## src/rtl/mul_div_controller_pkg.sv

```systemverilog
`timescale 1ns/1ps
`default_nettype none
// ============================================================================
// Module  : mul_div_controller_pkg
// Brief   : Shared opcodes, FSM state encoding and sizing for the MUL/DIV unit.
// Revision: 1.0 - initial release
// ============================================================================
package mul_div_controller_pkg;

    localparam int unsigned c_DEFAULT_WIDTH = 32;
    localparam int unsigned c_STEP_CNT_W    = 6;

    localparam logic [1:0] c_OP_MUL = 2'b00;
    localparam logic [1:0] c_OP_DIV = 2'b01;

    typedef enum logic [2:0] {
        ST_IDLE     = 3'd0,
        ST_MUL_WAIT = 3'd1,
        ST_DIV_RUN  = 3'd2,
        ST_DIV_FIX  = 3'd3,
        ST_DONE     = 3'd4
    } state_t;

    // Both 2'b10 and 2'b11 are reserved encodings.
    function automatic logic is_illegal_op(input logic [1:0] op_code);
        return op_code[1];
    endfunction

endpackage
`default_nettype wire

```

## src/rtl/mul_div_controller_booth_mul.sv

```systemverilog
`timescale 1ns/1ps
`default_nettype none
// ============================================================================
// Module  : mul_div_controller_booth_mul
// Brief   : Combinational signed radix-4 Booth multiplier, WIDTH x WIDTH -> 2*WIDTH.
// Revision: 1.0 - initial release
// ============================================================================
module mul_div_controller_booth_mul #(
    parameter int WIDTH = 32
) (
    input  logic [WIDTH-1:0]   i_a,
    input  logic [WIDTH-1:0]   i_b,
    output logic [2*WIDTH-1:0] o_prod
);

    localparam int c_DIGITS = WIDTH / 2;

    logic [2*WIDTH-1:0] w_a_ext;
    logic [WIDTH:0]     w_b_ext;
    logic [2*WIDTH-1:0] w_pp [c_DIGITS];
    logic [2*WIDTH-1:0] w_sum;

    assign w_a_ext = {{WIDTH{i_a[WIDTH-1]}}, i_a};
    assign w_b_ext = {i_b, 1'b0};

    function automatic logic [2*WIDTH-1:0] booth_term(input logic [2:0] sel,
                                                     input logic [2*WIDTH-1:0] mcand);
        logic [2*WIDTH-1:0] mag;
        mag = '0;
        case (sel)
            3'b001, 3'b010, 3'b101, 3'b110: mag = mcand;
            3'b011, 3'b100:                 mag = mcand << 1;
            default:                        mag = '0;
        endcase
        return sel[2] ? (~mag + 1'b1) : mag;
    endfunction

    generate
        for (genvar g = 0; g < c_DIGITS; g++) begin : g_pp
            assign w_pp[g] = booth_term(w_b_ext[2*g+2 -: 3], w_a_ext) << (2*g);
        end
    endgenerate

    always_comb begin
        w_sum = '0;
        for (int i = 0; i < c_DIGITS; i++) begin
            w_sum = w_sum + w_pp[i];
        end
    end

    assign o_prod = w_sum;

endmodule
`default_nettype wire

```

## src/rtl/mul_div_controller_div_step.sv

```systemverilog
`timescale 1ns/1ps
`default_nettype none
// ============================================================================
// Module  : mul_div_controller_div_step
// Brief   : One combinational non-restoring divide iteration on magnitudes.
// Revision: 1.0 - initial release
// ============================================================================
module mul_div_controller_div_step #(
    parameter int WIDTH = 32
) (
    input  logic [WIDTH:0]   i_rem,
    input  logic [WIDTH-1:0] i_quo,
    input  logic [WIDTH:0]   i_divisor,
    output logic [WIDTH:0]   o_rem,
    output logic [WIDTH-1:0] o_quo
);

    logic [WIDTH:0] w_shifted;

    assign w_shifted = {i_rem[WIDTH-1:0], i_quo[WIDTH-1]};

    // A negative partial remainder is repaired by adding on the next step
    // instead of restoring immediately.
    assign o_rem = i_rem[WIDTH] ? (w_shifted + i_divisor) : (w_shifted - i_divisor);
    assign o_quo = {i_quo[WIDTH-2:0], ~o_rem[WIDTH]};

endmodule
`default_nettype wire

```

## src/rtl/mul_div_controller.sv

```systemverilog
`timescale 1ns/1ps
`default_nettype none
// ============================================================================
// Module  : mul_div_controller
// Brief   : Sequencer for the MUL/DIV unit: multicycle Booth MUL, iterative signed DIV.
// Revision: 1.0 - initial release
// ============================================================================
module mul_div_controller
    import mul_div_controller_pkg::*;
#(
    parameter int WIDTH   = c_DEFAULT_WIDTH,
    parameter int MUL_LAT = 2
) (
    input  logic             clk,
    input  logic             clr,
    input  logic             start,
    input  logic [1:0]       op,
    input  logic [WIDTH-1:0] a,
    input  logic [WIDTH-1:0] b,
    output logic             busy,
    output logic             done,
    output logic [WIDTH-1:0] hi,
    output logic [WIDTH-1:0] lo,
    output logic             div_by_zero,
    output logic             bad_op
);

    localparam int c_CNT_MAX = (WIDTH > MUL_LAT) ? WIDTH : MUL_LAT;
    localparam int c_CNT_W   = $clog2(c_CNT_MAX + 1);

    state_t             r_state;
    logic [c_CNT_W-1:0] r_cnt;
    logic [WIDTH-1:0]   r_a;
    logic [WIDTH-1:0]   r_b;
    logic [WIDTH:0]     r_rem;
    logic [WIDTH-1:0]   r_quo;
    logic [WIDTH:0]     r_div;
    logic               r_sign_q;
    logic               r_sign_r;
    logic               r_busy;
    logic               r_done;
    logic [WIDTH-1:0]   r_hi;
    logic [WIDTH-1:0]   r_lo;
    logic               r_dbz;
    logic               r_bad;

    logic [2*WIDTH-1:0] w_prod;
    logic [WIDTH:0]     w_rem_nxt;
    logic [WIDTH-1:0]   w_quo_nxt;
    logic [WIDTH-1:0]   w_abs_a;
    logic [WIDTH-1:0]   w_abs_b;
    logic [WIDTH-1:0]   w_rem_fix;
    logic [WIDTH-1:0]   w_quo_res;
    logic [WIDTH-1:0]   w_rem_res;

    mul_div_controller_booth_mul #(
        .WIDTH (WIDTH)
    ) u_booth_mul (
        .i_a    (r_a),
        .i_b    (r_b),
        .o_prod (w_prod)
    );

    mul_div_controller_div_step #(
        .WIDTH (WIDTH)
    ) u_div_step (
        .i_rem     (r_rem),
        .i_quo     (r_quo),
        .i_divisor (r_div),
        .o_rem     (w_rem_nxt),
        .o_quo     (w_quo_nxt)
    );

    // The most negative operand maps onto 2**(WIDTH-1), which is exact as unsigned.
    assign w_abs_a = a[WIDTH-1] ? (~a + 1'b1) : a;
    assign w_abs_b = b[WIDTH-1] ? (~b + 1'b1) : b;

    // Final remainder is below the divisor, so the correction fits in WIDTH bits.
    assign w_rem_fix = r_rem[WIDTH] ? (r_rem[WIDTH-1:0] + r_div[WIDTH-1:0]) : r_rem[WIDTH-1:0];
    assign w_quo_res = r_sign_q ? (~r_quo + 1'b1) : r_quo;
    assign w_rem_res = r_sign_r ? (~w_rem_fix + 1'b1) : w_rem_fix;

    always_ff @(posedge clk) begin
        if (clr) begin
            r_state  <= ST_IDLE;
            r_cnt    <= '0;
            r_a      <= '0;
            r_b      <= '0;
            r_rem    <= '0;
            r_quo    <= '0;
            r_div    <= '0;
            r_sign_q <= 1'b0;
            r_sign_r <= 1'b0;
            r_busy   <= 1'b0;
            r_done   <= 1'b0;
            r_hi     <= '0;
            r_lo     <= '0;
            r_dbz    <= 1'b0;
            r_bad    <= 1'b0;
        end else begin
            r_done <= 1'b0;
            case (r_state)
                ST_IDLE: begin
                    if (start) begin
                        r_busy <= 1'b1;
                        r_a    <= a;
                        r_b    <= b;
                        if (op == c_OP_MUL) begin
                            r_cnt   <= c_CNT_W'(MUL_LAT - 1);
                            r_state <= ST_MUL_WAIT;
                        end else if (!is_illegal_op(op) && (b != '0)) begin
                            r_rem    <= '0;
                            r_quo    <= w_abs_a;
                            r_div    <= {1'b0, w_abs_b};
                            r_sign_q <= a[WIDTH-1] ^ b[WIDTH-1];
                            r_sign_r <= a[WIDTH-1];
                            r_cnt    <= c_CNT_W'(WIDTH - 1);
                            r_state  <= ST_DIV_RUN;
                        end else begin
                            // Divide by zero and illegal ops complete without iterating.
                            r_state <= ST_DONE;
                            r_done  <= 1'b1;
                            r_dbz   <= !is_illegal_op(op);
                            r_bad   <= is_illegal_op(op);
                            r_hi    <= is_illegal_op(op) ? '0 : a;
                            r_lo    <= is_illegal_op(op) ? '0 : '1;
                        end
                    end
                end
                ST_MUL_WAIT: begin
                    if (r_cnt == '0) begin
                        {r_hi, r_lo} <= w_prod;
                        r_dbz        <= 1'b0;
                        r_bad        <= 1'b0;
                        r_done       <= 1'b1;
                        r_state      <= ST_DONE;
                    end else begin
                        r_cnt <= r_cnt - 1'b1;
                    end
                end
                ST_DIV_RUN: begin
                    r_rem <= w_rem_nxt;
                    r_quo <= w_quo_nxt;
                    if (r_cnt == '0) begin
                        r_state <= ST_DIV_FIX;
                    end else begin
                        r_cnt <= r_cnt - 1'b1;
                    end
                end
                ST_DIV_FIX: begin
                    r_hi    <= w_rem_res;
                    r_lo    <= w_quo_res;
                    r_dbz   <= 1'b0;
                    r_bad   <= 1'b0;
                    r_done  <= 1'b1;
                    r_state <= ST_DONE;
                end
                ST_DONE: begin
                    r_busy  <= 1'b0;
                    r_state <= ST_IDLE;
                end
                default: begin
                    r_busy  <= 1'b0;
                    r_state <= ST_IDLE;
                end
            endcase
        end
    end

    assign busy        = r_busy;
    assign done        = r_done;
    assign hi          = r_hi;
    assign lo          = r_lo;
    assign div_by_zero = r_dbz;
    assign bad_op      = r_bad;

endmodule
`default_nettype wire

```

## config.mk

```make
export PLATFORM = sky130hd
export DESIGN_NAME = mul_div_controller
export DESIGN_NICKNAME = d
export VERILOG_FILES = /design/src/rtl/mul_div_controller_pkg.sv /design/src/rtl/mul_div_controller_booth_mul.sv /design/src/rtl/mul_div_controller_div_step.sv /design/src/rtl/mul_div_controller.sv
export SDC_FILE = /design/constraint.sdc
export NUM_CORES = 2
export LEC_CHECK = 0
export CORE_MARGIN = 1.5
export CORE_UTILIZATION = 59
export CTS_CLUSTER_DIAMETER = 80
export CTS_CLUSTER_SIZE = 25
export DETAILED_ROUTE_END_ITERATION = 10
export PLACE_DENSITY = 0.79
export RECOVER_POWER = 100
export SLEW_MARGIN = 20
export SYNTH_ARGS = -nofsm -noshare
export SYNTH_HDL_FRONTEND = slang
export SYNTH_HIERARCHICAL = 1
export SYNTH_SLANG_ARGS = --single-unit
```

## constraint.sdc

```tcl
create_clock -name clk -period 10.3 [get_ports clk]
set_input_delay 1.03 -clock clk [delete_from_list [all_inputs] [get_ports clk]]
set_output_delay 1.03 -clock clk [all_outputs]
set_load 0.03 [all_outputs]
```

# Yosys cells after proc, flatten, opt, wreduce, memory -nomap -nowiden
# Cells that the tools add are included.
[totals]
register_bits = 240
input_bits = 69
output_inout_bits = 68
wordCells = 316
[classes]
addsub = 39
n_eq_ne = 104
n_mux = 85
bitwise_logic = 24
n_reduce_logical = 49
[op_table]
columns = ["cell", "n"]
rows = [
  ["$add 64x64->64", 15],
  ["$mux 32", 18],
  ["$pmux 32 s3", 2],
  ["$eq 3x3->1 const B", 45],
  ["$mux 33", 4],
  ["$add 32x1->32 const B", 4],
  ["$not 32->32", 4],
  ["$pmux 64 s2", 1],
  ["$pmux 62 s2", 1],
  ["$pmux 60 s2", 1],
  ["$pmux 58 s2", 1],
  ["$pmux 56 s2", 1],
  ["$pmux 54 s2", 1],
  ["$pmux 52 s2", 1],
  ["$pmux 50 s2", 1],
  ["$eq 3x2->1 const B", 32],
  ["$pmux 48 s2", 1],
  ["$pmux 46 s2", 1],
  ["$pmux 44 s2", 1],
  ["$pmux 42 s2", 1],
  ["$pmux 40 s2", 1],
  ["$pmux 38 s2", 1],
  ["$pmux 36 s2", 1],
  ["$pmux 34 s2", 1],
  ["83 further kinds", 161],
]

# Longest topological paths before layout
[depth]
word_depth = 23
ltp_mapped = 47
mapped_depth_nobuf = 42

# Hierarchy
# The synthesis kept the hierarchy.
[by_module_without_submodules]
columns = ["mod", "n_inst", "cells_each", "area_per_inst_um2", "seq_area_each_um2"]
rows = [
  ["mul_div_controller_booth_mul", 1, 5948, 43848.3, 0.0],
  ["mul_div_controller", 1, 1962, 14626.5, 4804.6],
  ["mul_div_controller_div_step", 1, 390, 2705.1, 0.0],
]

# Worst setup path after synthesis
# No wires, ideal clock.
[synth_timing]
path_type = "register to register"
start = "register r_b[5]"
end = "register r_hi[31], in the netlist hi[31]"
setup_ns = 0.127
arrival_ns = 10.804
required_ns = 10.173
setup_slack_ns = -0.631
path_stages_with_launch = 47
n_path_buf = 7
synth_period_minus_slack_ns = 10.931
path_cell_list = "dfxtp_1 clkbuf_1 inv_2 buf_1 ha_1 mux2_2 buf_2 buf_2 buf_1 clkbuf_1 a22oi_1 ha_1 o2111ai_1 nor4b_1 and4_1 nand4_1 a2111oi_1 nand4_1 [11 not listed] inv_1 fa_1 inv_1 ha_1 a21oi_1 o21ai_0 a21o_1 a21o_1 a21o_1 a21o_1 a21oi_1 o21ai_0 a31oi_1 o21ai_0 xnor2_1 a221oi_1 nor3_1 or3_1"
[synth_via]
elab_chain_cells = 22
word_cells_on_any_way = 40
classes_between = "add/sub (16); eq/ne (12); mux (6); bitwise (2); reduce/logical (4)"
[synth_lines]
columns = ["item", "line", "text"]
rows = [
  ["from (decl)", "mul_div_controller.sv:34", "logic [WIDTH-1:0] r_b;"],
  ["from (signal assigned)", "mul_div_controller.sv:88", "r_b <= '0;"],
  ["from (signal assigned)", "mul_div_controller.sv:107", "r_b <= b;"],
  ["$eq 3x1->1 (tied with other cells)", "mul_div_controller_booth_mul.sv:30", "case (sel)"],
  ["$reduce_or 4->1 or $reduce_or 2->1 (tied branches)", "mul_div_controller_booth_mul.sv:30", ""],
  ["$pmux 60 s2", "mul_div_controller_booth_mul.sv:30", ""],
  ["$not 60->60", "mul_div_controller_booth_mul.sv:35", "return sel[2] ? (~mag + 1'b1) : mag;"],
  ["$add 60x1->60", "mul_div_controller_booth_mul.sv:35", ""],
  ["$mux 60", "mul_div_controller_booth_mul.sv:35", ""],
  ["$add 64x64->64", "mul_div_controller_booth_mul.sv:47", "w_sum = w_sum + w_pp[i];"],
  ["$add 64x64->64 * (13 in a row)", "mul_div_controller_booth_mul.sv:47", ""],
  ["named net w_prod[63]", "mul_div_controller.sv:47", "logic [2*WIDTH-1:0] w_prod;"],
  ["$mux 32 *", "mul_div_controller.sv:131", "if (r_cnt == '0) begin"],
  ["$pmux 32 s3 *", "mul_div_controller.sv:102", "case (r_state)"],
  ["to (signal assigned)", "mul_div_controller.sv:125", "r_hi <= is_illegal_op(op) ? '0 : a;"],
  ["to (signal assigned)", "mul_div_controller.sv:132", "{r_hi, r_lo} <= w_prod;"],
  ["to (signal assigned)", "mul_div_controller.sv:151", "r_hi <= w_rem_res;"],
  ["to (decl)", "mul_div_controller.sv:42", "logic [WIDTH-1:0] r_hi;"],
]
# Mark *: on every way through the listed nets, which the timed path passes. The rest lies on a longest branch. The select of a mux whose other input is x is not followed.
# A chain may end at the register's enable or synchronous reset.

# Worst setup path in the final report
[layout_timing]
start = "register r_b[3]"
end = "register r_hi[12], in the netlist hi[12]"
[layout_via]
elab_chain_cells = 23
word_cells_on_any_way = 41
classes_between = "add/sub (17); eq/ne (12); mux (6); bitwise (2); reduce/logical (4)"
[layout_lines]
columns = ["item", "line"]
rows = [
  ["$eq 3x1->1 (tied with other cells)", "mul_div_controller_booth_mul.sv:30"],
  ["$reduce_or 4->1 or $reduce_or 2->1 (tied branches)", "mul_div_controller_booth_mul.sv:30"],
  ["$pmux 62 s2", "mul_div_controller_booth_mul.sv:30"],
  ["$not 62->62", "mul_div_controller_booth_mul.sv:35"],
  ["$add 62x1->62", "mul_div_controller_booth_mul.sv:35"],
  ["$mux 62", "mul_div_controller_booth_mul.sv:35"],
  ["$add 64x64->64", "mul_div_controller_booth_mul.sv:47"],
  ["$add 64x64->64 * (14 in a row)", "mul_div_controller_booth_mul.sv:47"],
  ["named net w_prod[44]", "mul_div_controller.sv:47"],
  ["$mux 32 *", "mul_div_controller.sv:131"],
  ["$pmux 32 s3 *", "mul_div_controller.sv:102"],
]
# Marked as above.

==> results.tsv <==
stage	metric	value	unit
yosys	Synth Cell Area	61180	um^2
yosys	Post-synth EDFFs	0	
yosys	Syn Nets	9249	
worst_setup_path	most used cell, CP	fa_1	
timing	Fin. Hold Viols	0	
place	PortBufs	136	
clocking	CTS H-tree depth	1	
worst_setup_path	R2R setup slack	0.18	ns
yosys	sequential area share after synthesis	7.853	%
clocking	cts hold-fix bufs	0	
clocking	CTS Buffer Depth	3	
hold_path	HP Class	reg -> reg	
run_status	status	complete, but fails checks	
die	Die Y-Extent	325.0	um
worst_setup_path	slowest stage delay, CP	0.62	ns
global_route	vias in the first global route	62940	
worst_setup_path	Critical Path Source Type	flop	
run_status	violated checks	capacitance limit, slew limit	
clocking	CTS clk-pin slew, worst paths	0.10	ns
global_route	global route overflow	0	
timing	fin crit share	98.21	%
worst_setup_path	Worst Reg-to-Reg Cells	36	
final_layout	nets@finish	9231	
die	Die W	325.0	um
yosys	ys async rst share	0	%
clocking	TritonCTS buffer count	23	
die	row cnt	117	
final_layout	commonest non-fill, non-tap cells in the layout	nand2_1, inv_1, fa_1	
hold_path	min-delay src	lo[27]	
routing	DR pass1 iterations	10	
worst_setup_path	CP startpoint	r_b[3]	
final_layout	layout cell share with drive strength beyond 1	10.48	%
yosys	Syn Inst Count	8300	
clocking	TritonCTS clock tree	built	
timing	Worst Tran Pin Value	2.775	ns
worst_setup_path	CP max stage cell	fa_1	
die	IO Pins	137	
routing	residual DRC count	0	
clocking	worst-skew pair later-pin latency	0.70	ns
run	Max Cap Violations	3	
routing	vias per cell	7.025	
clocking	clk sinks	240	
routing	1st-iter DRT viols	11620	
place	GPL Wtd Cong	1.109	
timing	Max Clk Rate	98.86	MHz
global_route	gr usage total	52.21	%
die	die outline area	105600	um^2
yosys	Synth top area share	20.91	%
routing	DR vias	67990	
timing	setup TNS	0	ns
clocking	CTS Root Cell	clkbuf_16	
yosys	Yosys reg bits	240	
timing	Worst slew margin	-84.98	%
routing	number of routed nets with antenna violations	0	
timing	Final Max Tran Viols	116	
routing	routed len/inst	29.63	um
worst_setup_path	CP Max Fanout	14	
worst_setup_path	crit path to	hi[12]	
worst_setup_path	CP endpoint kind	flop	
worst_setup_path	CP Class	reg -> reg	
timing	Setup Viol. Count Final	0	
worst_setup_path	CP required	10.90	ns
final_layout	commonest non-fill, non-tap cell in the layout	nand2_1	
die	core footprint	102300	um^2
place	DP HPWL	225.1	mm
global_route	global-route wire length before repair	415.8	mm
yosys	Synth area leaders	fa_1, dfxtp_1, nand2_1	
die	initial core utilization	59.79	%
timing	fin crit period	10.12	ns
worst_setup_path	CP arrival	10.71	ns
timing	Layout Skew	0.06736	ns
timing	RSZ-0062 raised after global routing	true	
yosys	synth warn	6	
global_route	largest net degree at the start of global routing	87	
yosys	commonest register cell after synthesis	dfxtp_1	
routing	final wirelength	286.8	mm
yosys	cell taking the most area after synthesis	fa_1	
yosys	syn avg cell area	7.371	um^2
final_layout	area grow syn2layout	9.974	%
timing	Min Hold Slack	0.4544	ns
worst_setup_path	reg2reg start	r_b[3]	
hold_path	hold path cells	2	
yosys	distinct cell type count after synthesis	117	
final_layout	filler cell count	8974	
worst_setup_path	reg-to-reg endpoint	hi[12]	
global_route	initial antenna violation count	21	
flip-flops by register name (all words and copies together) (netlist names):
register / flops
hi: 32
div_by_zero: 1
r_div: 32
bad_op: 1
r_sign_q: 1
busy: 1
r_cnt: 6
r_b: 32
r_state: 3
done: 1
r_sign_r: 1
r_rem: 33
r_quo: 32
r_a: 32
lo: 32
repair_timing:
action | CTS | global route
setup buffers | 0 | 18
gates resized for setup | 2 | 94
setup endpoints to repair | 3 | 19
pin swaps | 0 | 23
cloned | 0 | 0
per-layer routing:
metal | vias up | share of wire, % | track usage, % | routed length (um)
met3 | 1350 | 16 | 20.55 | 45710
met2 | 5778 | 39 | 70.99 | 111900
met5 | - | 0.15 | 0 | 417
li1 | 28630 | - | - | -
met1 | 32210 | 36 | 66.72 | 102300
met4 | 28 | 9.3 | 37.66 | 26530
worst min-delay path by stage:
stage	end	slack (ns)
after global placement	lo[27]	0.44
after detailed placement	lo[27]	0.44
after CTS	lo[27]	0.46
final	lo[27]	0.45
after floorplan	r_a[5]	0.43
after global routing	lo[27]	0.49
stage by stage:
step / std cells / cell area, um^2 / util [%] / setup slack [ns]
6_report: 9678 / 67280 / 65.75 / 0.1845
3_3_place_gp: 9606 / 65930 / 64.43 / 0.06626
4_1_cts: 9647 / 66790 / 65.27 / 0.0002514
3_5_place_dp: 9606 / 65930 / 64.43 / -0.1068
2_1_floorplan: 8300 / 61320 / - / 0.008413
5_1_grt: 9671 / 67260 / 65.73 / -0.06083
synthesized netlist by cell type, types with 48 or more instances:
master / instances
a21oi_1: 597
a22o_1: 74
nand2_1: 968
mux2i_1: 57
o21ai_0: 626
o211ai_1: 66
nand3_1: 143
fa_1: 639
nor3_1: 87
a31oi_1: 54
inv_1: 837
nor2_1: 466
a22oi_1: 438
buf_1: 128
a21o_1: 102
xnor2_1: 371
ha_1: 241
o22ai_1: 48
nand4_1: 57
a211oi_1: 87
o31ai_1: 70
xor2_1: 341
nand2b_1: 65
clkbuf_1: 562
or3_1: 60
dfxtp_1: 240
worst max-delay path: cells and delay by family, from the launching register on:
kind,cells,cell delay (ns)
AO/OA/AOI/OAI,11,2.54
buffers and inverters,5,0.55
XOR/XNOR,1,0.43
AND/OR/NAND/NOR,12,2.53
adder cells (fa/ha/maj),7,3.53
flip-flops,1,0.42
kinds of logic after synthesis:
family          synth area share, %
xor+xnor                      10.37
other cells                0.006129
mux                           1.434
flops                         7.853
compound gates                28.45
simple gates                  16.01
buf+inv                       10.04
fa+ha+maj                     25.84
area by class of cell:
type	count	area (um^2)	area share, %
Timing Repair Buffer	702	5843	8.684
Sequential cell	240	4878	7.251
Inverter	850	3196	4.750
Multi-Input combinational cell	6465	50770	75.45
Clock buffer	23	575.6	0.8554
Clock inverter	18	281.5	0.4184
Antenna cell	12	30.03	0.04463
Tap cell	1368	1712	2.544
Power is left out: the tool's default activity adds up to more than one toggle a clock period on the data nets, which glitch-free logic cannot reach.
